<file path="src/rtl/iob_sync_asym_fifo_w_big_if.sv">
// Handshake bundle between a wide-word producer / narrow-word consumer and the asymmetric FIFO.
// The FIFO side is the slave; the traffic side is the master.
interface iob_sync_asym_fifo_w_big_if #(
    parameter int unsigned W_DATA_W = 32,
    parameter int unsigned R_DATA_W = 8,
    parameter int unsigned R_ADDR_W = 6
);
    logic                w_en;
    logic [W_DATA_W-1:0] w_data;
    logic                w_full;
    logic                r_en;
    logic [R_DATA_W-1:0] r_data;
    logic                r_valid;
    logic                r_empty;
    logic [R_ADDR_W:0]   level;

    modport master (
        output w_en, w_data, r_en,
        input  w_full, r_data, r_valid, r_empty, level
    );

    modport slave (
        input  w_en, w_data, r_en,
        output w_full, r_data, r_valid, r_empty, level
    );
endinterface

</file>
<file path="src/rtl/iob_sync_asym_fifo_w_big.sv">
// Single-clock FIFO that takes one wide word per write and drains it as RATIO narrow words,
// least-significant slice first.
module iob_sync_asym_fifo_w_big #(
    parameter int unsigned W_DATA_W = 32,
    parameter int unsigned R_DATA_W = 8,
    parameter int unsigned R_ADDR_W = 6
) (
    input logic                       clk,
    input logic                       rst_n,
    iob_sync_asym_fifo_w_big_if.slave bus_if
);
    localparam int unsigned RATIO     = W_DATA_W / R_DATA_W;
    localparam int unsigned LOG2RATIO = $clog2(RATIO);
    localparam int unsigned W_ADDR_W  = R_ADDR_W - LOG2RATIO;
    localparam int unsigned DEPTH     = 2 ** R_ADDR_W;
    localparam int unsigned WPTR_W    = W_ADDR_W + 1;
    localparam int unsigned RPTR_W    = R_ADDR_W + 1;
    localparam int unsigned LVL_W     = R_ADDR_W + 1;

    // Slice addressing assumes a power-of-two ratio and at least one wide address bit.
    if ((RATIO < 2) || ((RATIO & (RATIO - 1)) != 0) ||
        (RATIO * R_DATA_W != W_DATA_W) || (R_ADDR_W <= LOG2RATIO)) begin : g_bad_params
        $error("iob_sync_asym_fifo_w_big: unsupported W_DATA_W/R_DATA_W/R_ADDR_W combination");
    end

    logic [R_DATA_W-1:0] mem [DEPTH];

    logic [WPTR_W-1:0]   w_ptr_q,   w_ptr_d;
    logic [RPTR_W-1:0]   r_ptr_q,   r_ptr_d;
    logic [LVL_W-1:0]    level_q,   level_d;
    logic [R_DATA_W-1:0] r_data_q,  r_data_d;
    logic                r_valid_q, r_valid_d;

    logic                r_empty;
    logic                w_full;
    logic                w_acc;
    logic                r_acc;

    // Flags come only from the registered level, so requests never reach outputs combinationally.
    assign r_empty = (level_q == '0);
    assign w_full  = (level_q > LVL_W'(DEPTH - RATIO));
    assign w_acc   = bus_if.w_en & ~w_full;
    assign r_acc   = bus_if.r_en & ~r_empty;

    always_comb begin
        w_ptr_d   = w_ptr_q;
        r_ptr_d   = r_ptr_q;
        level_d   = level_q;
        r_data_d  = r_data_q;
        r_valid_d = 1'b0;

        if (w_acc) begin
            w_ptr_d = w_ptr_q + WPTR_W'(1);
        end

        if (r_acc) begin
            r_ptr_d   = r_ptr_q + RPTR_W'(1);
            r_data_d  = mem[r_ptr_q[R_ADDR_W-1:0]];
            r_valid_d = 1'b1;
        end

        level_d = level_q + (w_acc ? LVL_W'(RATIO) : LVL_W'(0)) - (r_acc ? LVL_W'(1) : LVL_W'(0));
    end

    always_ff @(posedge clk or negedge rst_n) begin
        if (!rst_n) begin
            w_ptr_q   <= '0;
            r_ptr_q   <= '0;
            level_q   <= '0;
            r_data_q  <= '0;
            r_valid_q <= 1'b0;
        end else begin
            w_ptr_q   <= w_ptr_d;
            r_ptr_q   <= r_ptr_d;
            level_q   <= level_d;
            r_data_q  <= r_data_d;
            r_valid_q <= r_valid_d;
        end
    end

    // Storage has no reset so it maps onto RAM; one narrow write enable per slice.
    always_ff @(posedge clk) begin
        if (w_acc) begin
            for (int unsigned i = 0; i < RATIO; i++) begin
                mem[{w_ptr_q[W_ADDR_W-1:0], LOG2RATIO'(i)}] <= bus_if.w_data[i*R_DATA_W +: R_DATA_W];
            end
        end
    end

    assign bus_if.r_data  = r_data_q;
    assign bus_if.r_valid = r_valid_q;
    assign bus_if.level   = level_q;
    assign bus_if.r_empty = r_empty;
    assign bus_if.w_full  = w_full;

endmodule

</file>
<file path="src/flat_wrapper.sv">
// flat-port wrapper written by rule: the top's interface ports become plain ports
module iob_sync_asym_fifo_w_big_flat 
#(
    parameter int unsigned W_DATA_W = 32,
    parameter int unsigned R_DATA_W = 8,
    parameter int unsigned R_ADDR_W = 6
)
  (clk, rst_n, bus_if_w_en, bus_if_w_data, bus_if_r_en, bus_if_w_full, bus_if_r_data, bus_if_r_valid, bus_if_r_empty, bus_if_level);
  iob_sync_asym_fifo_w_big_if #(.W_DATA_W(W_DATA_W), .R_DATA_W(R_DATA_W), .R_ADDR_W(R_ADDR_W)) bus_if_i ();
  input logic clk;
  input logic rst_n;
  input wire logic [$bits(bus_if_i.w_en)-1:0] bus_if_w_en;
  input wire logic [$bits(bus_if_i.w_data)-1:0] bus_if_w_data;
  input wire logic [$bits(bus_if_i.r_en)-1:0] bus_if_r_en;
  output wire logic [$bits(bus_if_i.w_full)-1:0] bus_if_w_full;
  output wire logic [$bits(bus_if_i.r_data)-1:0] bus_if_r_data;
  output wire logic [$bits(bus_if_i.r_valid)-1:0] bus_if_r_valid;
  output wire logic [$bits(bus_if_i.r_empty)-1:0] bus_if_r_empty;
  output wire logic [$bits(bus_if_i.level)-1:0] bus_if_level;
  assign bus_if_i.w_en = bus_if_w_en;
  assign bus_if_i.w_data = bus_if_w_data;
  assign bus_if_i.r_en = bus_if_r_en;
  assign bus_if_w_full = bus_if_i.w_full;
  assign bus_if_r_data = bus_if_i.r_data;
  assign bus_if_r_valid = bus_if_i.r_valid;
  assign bus_if_r_empty = bus_if_i.r_empty;
  assign bus_if_level = bus_if_i.level;
  iob_sync_asym_fifo_w_big #(.W_DATA_W(W_DATA_W), .R_DATA_W(R_DATA_W), .R_ADDR_W(R_ADDR_W)) u_core (.clk(clk), .rst_n(rst_n), .bus_if(bus_if_i));
endmodule
</file>
<file path="config.mk">
export PLATFORM = sky130hd
export DESIGN_NAME = iob_sync_asym_fifo_w_big_flat
export DESIGN_NICKNAME = d
export VERILOG_FILES = /design/src/rtl/iob_sync_asym_fifo_w_big_if.sv /design/src/rtl/iob_sync_asym_fifo_w_big.sv /design/src/flat_wrapper.sv
export SDC_FILE = /design/constraint.sdc
export NUM_CORES = 1
export LEC_CHECK = 0
export CAP_MARGIN = 20
export CORE_UTILIZATION = 61
export CTS_BUF_LIST = sky130_fd_sc_hd__clkbuf_16
export DETAILED_ROUTE_END_ITERATION = 7
export GPL_TIMING_DRIVEN = 0
export PLACE_DENSITY = 0.82
export SYNTH_ARGS = -nofsm -noshare
export SYNTH_HDL_FRONTEND = slang
export SYNTH_SLANG_ARGS = --single-unit
export TNS_END_PERCENT = 50
</file>
<file path="constraint.sdc">
create_clock -name clk -period 6.3 [get_ports clk]
set_clock_uncertainty 0.15 [all_clocks]
set_input_delay 1.26 -clock clk [delete_from_list [all_inputs] [get_ports clk]]
set_output_delay 1.26 -clock clk [all_outputs]
set_load 0.005 [all_outputs]
</file>
# Yosys cells after proc, flatten, opt, wreduce, memory -nomap -nowiden

Memories as Yosys holds them, arrays and structs flattened. A register that Yosys moved wholly into a read port is not among the register bits.
Cells that the tools add are included.

Add/subtract/negate cells: 4
Magnitude comparators: 1
Multiplexer cells: 5
Bitwise logic cells: 4
Reduce and logical (&&, ||, !) cells: 2

Operator list:

| cell                                                                             | count |
|---|---|
| 7-bit by 1-bit adder with 7-bit output (second input constant)                   | 1 |
| 7-bit adder                                                                      | 1 |
| 7-bit by 6-bit greater-than comparator with 1-bit output (second input constant) | 1 |
| 7-bit zero test                                                                  | 1 |
| 7-bit subtractor                                                                 | 1 |
| 5-bit by 1-bit adder with 5-bit output (second input constant)                   | 1 |
| 1-bit 2-to-1 mux                                                                 | 4 |
| 3-bit 2-to-1 mux                                                                 | 1 |
| 1-bit AND                                                                        | 2 |
| 1-bit inverter                                                                   | 2 |
| 1-bit zero test                                                                  | 1 |

Register bits: 20
Memory bits (writable): 512
Bits of input ports: 36
Memories kept: 1

Memories:

| name       | words | width | rd ports | clocked after memory_dff | write ports | line                           | RTL |
|---|---|---|---|---|---|---|---|
| u_core.mem | 64    | 8     | 1        | 1                        | 4           | iob_sync_asym_fifo_w_big.sv:26 | `logic [R_DATA_W-1:0] mem [DEPTH];` |

# Longest topological paths before layout

Depth after elaboration: 6
Depth in mapped cells: 15

# Least setup slack after synthesis

Ideal clock, no wire load.

Path kind: input to register
Start: input bus_if_w_en
End: memory u_core.mem[0][0], enable pin
Arrival: 5.183 ns
Setup slack: 0.454 ns
Stages on the path: 3
Path buffers: 0
Path through: nor3b_2 -> inv_1 -> nor4b_1

RTL lines:

| what               | line                           | RTL |
|---|---|---|
| start: declaration | flat_wrapper.sv:12             | `input wire logic [$bits(bus_if_i.w_en)-1:0] bus_if_w_en;` |
| end: declaration   | iob_sync_asym_fifo_w_big.sv:26 |  |

==> impl_metrics.py <==
metrics = {
    "timing": {
        "fmax_ghz": 0.2647,
        "fin_worst_hold_slack_ns": 0.3981,
        "tightest_slew_ns": 1.136,
        "finalMaxSlewViolations": 0,
        "layout_min_cycle_time_ns": 3.778,
        "finalSetupViolCount": 0,
        "rsz0062_at_grt": "no",
        "slew_headroom": 0.2427,
        "final_hold_viol_count": 0,
        "tns_ns": 0,
        "period_share": 0.5996,
    },
    "run_status": {
        "outcome": "completed",
    },
    "clocking": {
        "clk_pin_slew_ns": 0.06,
        "cts_made_buffers": 51,
        "cts_setup_buffers": 0,
        "cts_tree": "yes",
        "cts_sinks": 538,
        "cts.htree.levels": 2,
        "clock_latency_ns": 0.57,
        "cts_buffer_depth": 3,
        "cts_hold_buf": 0,
        "cts_resized": 0,
        "cts-root-buf": "clkbuf_16",
    },
    "synthesis": {
        "synth_top_cells_by_area": "edfxtp_1, mux4_2, mux2i_1",
        "synth_cell_type_count": 58,
        "synth_fp_nets": 1049,
        "yosys_warnings": 0,
        "ys_seq_elements": 538,
        "synth.yosys.seq_area_share": 0.7519,
        "ys_async_sr_fraction": 0.04833,
        "synth_ff_type": "edfxtp_1",
        "syn_area_sq_mm": 0.02131,
        "synth_edf_count": 512,
        "syn_inst": 996,
        "avgSynthCellArea_sq_um": 21.40,
        "synth_top_area_share": 0.7213,
        "yosys.area.top_type": "edfxtp_1",
    },
    "route": {
        "via_per_inst": 6.743,
        "dr.pass1.iters": 6,
        "routed_wl_microns": 51120,
        "vias": 10951,
        "drt_iter0_markers": 1584,
        "ant_nets": 0,
        "drt-wirelength-per-cell_microns": 31.48,
        "drc": 0,
    },
    "min_path": {
        "hold_end": "u_core.bus_if.r_data[2]",
        "hold_path_depth": 2,
        "min_path_type": "register to register",
        "hold_start": "u_core.bus_if.r_data[2]",
    },
    "pwr": {
        "p_int_w": 0.007253,
        "power_density_mw_per_mm2": 439.7,
        "ir_drop_uv": 249.9,
        "comb_power_share": 0.331,
        "netSwitchingFraction": 0.3178,
        "power_switching_w": 0.003379,
        "clock_power_share": 0.260,
        "power_frac_seq": 0.409,
        "power_leakage_nw": 8.138,
    },
    "final_layout": {
        "layout-drive-gt1-share": 0.2130,
        "diodes": 0,
        "area_growth_pct": 13.44,
        "nFillCells": 1974,
        "nNetsFinal": 1181,
    },
    "floorplanning": {
        "rows": 68,
        "die_w_microns": 188.9,
        "core_region_area_sq_mm": 0.03446,
        "die_h_microns": 188.9,
        "die_area_sq_mm": 0.03569,
        "start_util": 0.6186,
        "num_io_pins": 54,
    },
    "global_routing": {
        "grt_pass1_vias": 11052,
        "grt_pass1_wl_microns": 73400,
        "grtUsageTotal": 0.2952,
        "grt_max_degree": 33,
        "antenna_found_initial": 0,
        "overflow": 0,
    },
    "setup_path": {
        "cp.arrival_ns": 3.90,
        "slowest_stage": "nor4b_2",
        "reg2regPathDepth": 9,
        "crit_chain": "clkdlybuf4s50_1, nor3b_2, inv_1, nor4b_2, buf_4, buf_4, buf_4",
        "crit_fanout": 9,
        "worst_ep_required_time_ns": 6.42,
        "cpPeakStageDelay_ns": 0.73,
        "end_kind": "register",
        "r2r_end": "u_core.mem[1][7]",
        "r2r_slack_ns": 2.82,
        "cp_common_cell": "buf_4",
        "critPathKind": "input pin to register",
        "r2r_start": "u_core.bus_if.level[3]",
        "cp-start-kind": "input pin",
    },
    "place": {
        "place_congestion": 0.8416,
        "portBuffers": 53,
        "dp_hpwl_microns": 29760,
    },
    "job": {
        "drv_cap": 0,
    },
}
==> cells in the final DEF (no fill, tap or decap), drive strengths merged, types with 7 or more instances in the layout <==
master / netlist / layout
nor2: 14 / 14
clkinv: 1 / 25
nand2b: 9 / 9
mux2: 8 / 8
inv: 18 / 34
mux2i: 86 / 86
a22oi: 12 / 12
clkbuf: 13 / 64
clkdlybuf4s50: 0 / 52
buf: 39 / 66
xnor2: 7 / 7
ha: 16 / 16
nand2: 15 / 15
edfxtp: 512 / 512
a221oi: 11 / 11
and2: 12 / 12
mux4: 104 / 104
dfrtp: 26 / 26
==> routing by layer <==
| layer | global-route usage | vias up | wire length (microns) |
|---|---|---|---|
| met2 | 0.4661 | 797 | 24470 |
| met1 | 0.3951 | 5603 | 18720 |
| met3 | 0.07322 | 140 | 5700 |
| li1 | - | 4411 | - |
| met5 | 0 | - | 0 |
| met4 | 0.1321 | 0 | 2222 |
==> kinds of logic after synthesis <==
kind of cell,share of synthesized area
adders and majority gates,0.01033
AOI/OAI and AO/OA,0.03141
and+or+nand+nor,0.02037
xor gates and xnor gates,0.004931
DFF,0.7519
muxes,0.1573
buffers and inverters,0.02377
==> worst max-delay path, delay by kind of cell <==
kind	cells	cell delay, ns
buf+inv	5	1.42
simple gates	2	1.20
==> how the worst max path moves through the flow <==
stage / slack, ns / to / cells after the start / from
after floorplan: 0.45 / u_core.mem[0][0] / 3 / bus_if_w_en
after global placement: -2.34 / u_core.mem[8][0] / 4 / bus_if_w_en
after detailed placement: 1.97 / u_core.mem[3][0] / 7 / bus_if_w_en
after CTS: 2.54 / u_core.mem[1][7] / 7 / bus_if_w_en
after global routing: 2.35 / u_core.mem[41][7] / 5 / bus_if_w_en
final: 2.52 / u_core.mem[1][7] / 7 / bus_if_w_en
==> power by group through the flow <==
stage          registers (W)  clock network, W  logic, W
2_1_floorplan        0.00438                 0   0.00228
3_3_place_gp         0.00441                 0   0.00331
3_5_place_dp         0.00441                 0   0.00345
4_1_cts              0.00434           0.00279   0.00349
5_1_grt              0.00436           0.00293   0.00368
6_report             0.00435           0.00277   0.00352
==> flip-flops by register name, indices dropped and copies added, names as in the netlist <==
name,flops
u_core.bus_if.r_valid,1
u_core.w_ptr_q,4
u_core.r_ptr_q,6
u_core.bus_if.r_data,8
u_core.mem,512
u_core.bus_if.level,7
==> stage by stage <==
stage | setup slack, ns | power [W] | instance area (sq um) | util | instances
6_report | 2.522 | 0.01063 | 24180 | 0.7017 | 1624
4_1_cts | 2.542 | 0.01061 | 24180 | 0.7017 | 1624
2_1_floorplan | 0.4537 | 0.006658 | 21310 | - | 996
5_1_grt | 2.355 | 0.01097 | 24180 | 0.7017 | 1624
3_3_place_gp | -2.344 | 0.007726 | 22410 | 0.6505 | 1504
3_5_place_dp | 1.970 | 0.007855 | 22690 | 0.6586 | 1530
==> cells in the mapped netlist (all sizes together), types with 7 or more instances <==
library cell and instances:
ha 16, mux2i 86, buf 39, nand2b 9, a22oi 12, mux2 8
and2 12, mux4 104, a221oi 11, clkbuf 13, nor2 14, inv 18
xnor2 7, edfxtp 512, nand2 15, dfrtp 26
==> layout make-up <==
| cell class | count | area (sq um) | share of cell area |
|---|---|---|---|
| sequential | 538 | 16030 | 0.6628 |
| multi-input combinational | 385 | 4837 | 0.2001 |
| tap | 455 | 569.3 | 0.02354 |
| inverter | 19 | 71.32 | 0.002950 |
| timing repair buffer | 79 | 754.5 | 0.03120 |
| clock buffer | 51 | 1276 | 0.05278 |
| clock inverter | 43 | 210.2 | 0.008693 |
| buffer | 54 | 435.4 | 0.01801 |
Note: power is estimated with default switching activity, not from simulation.
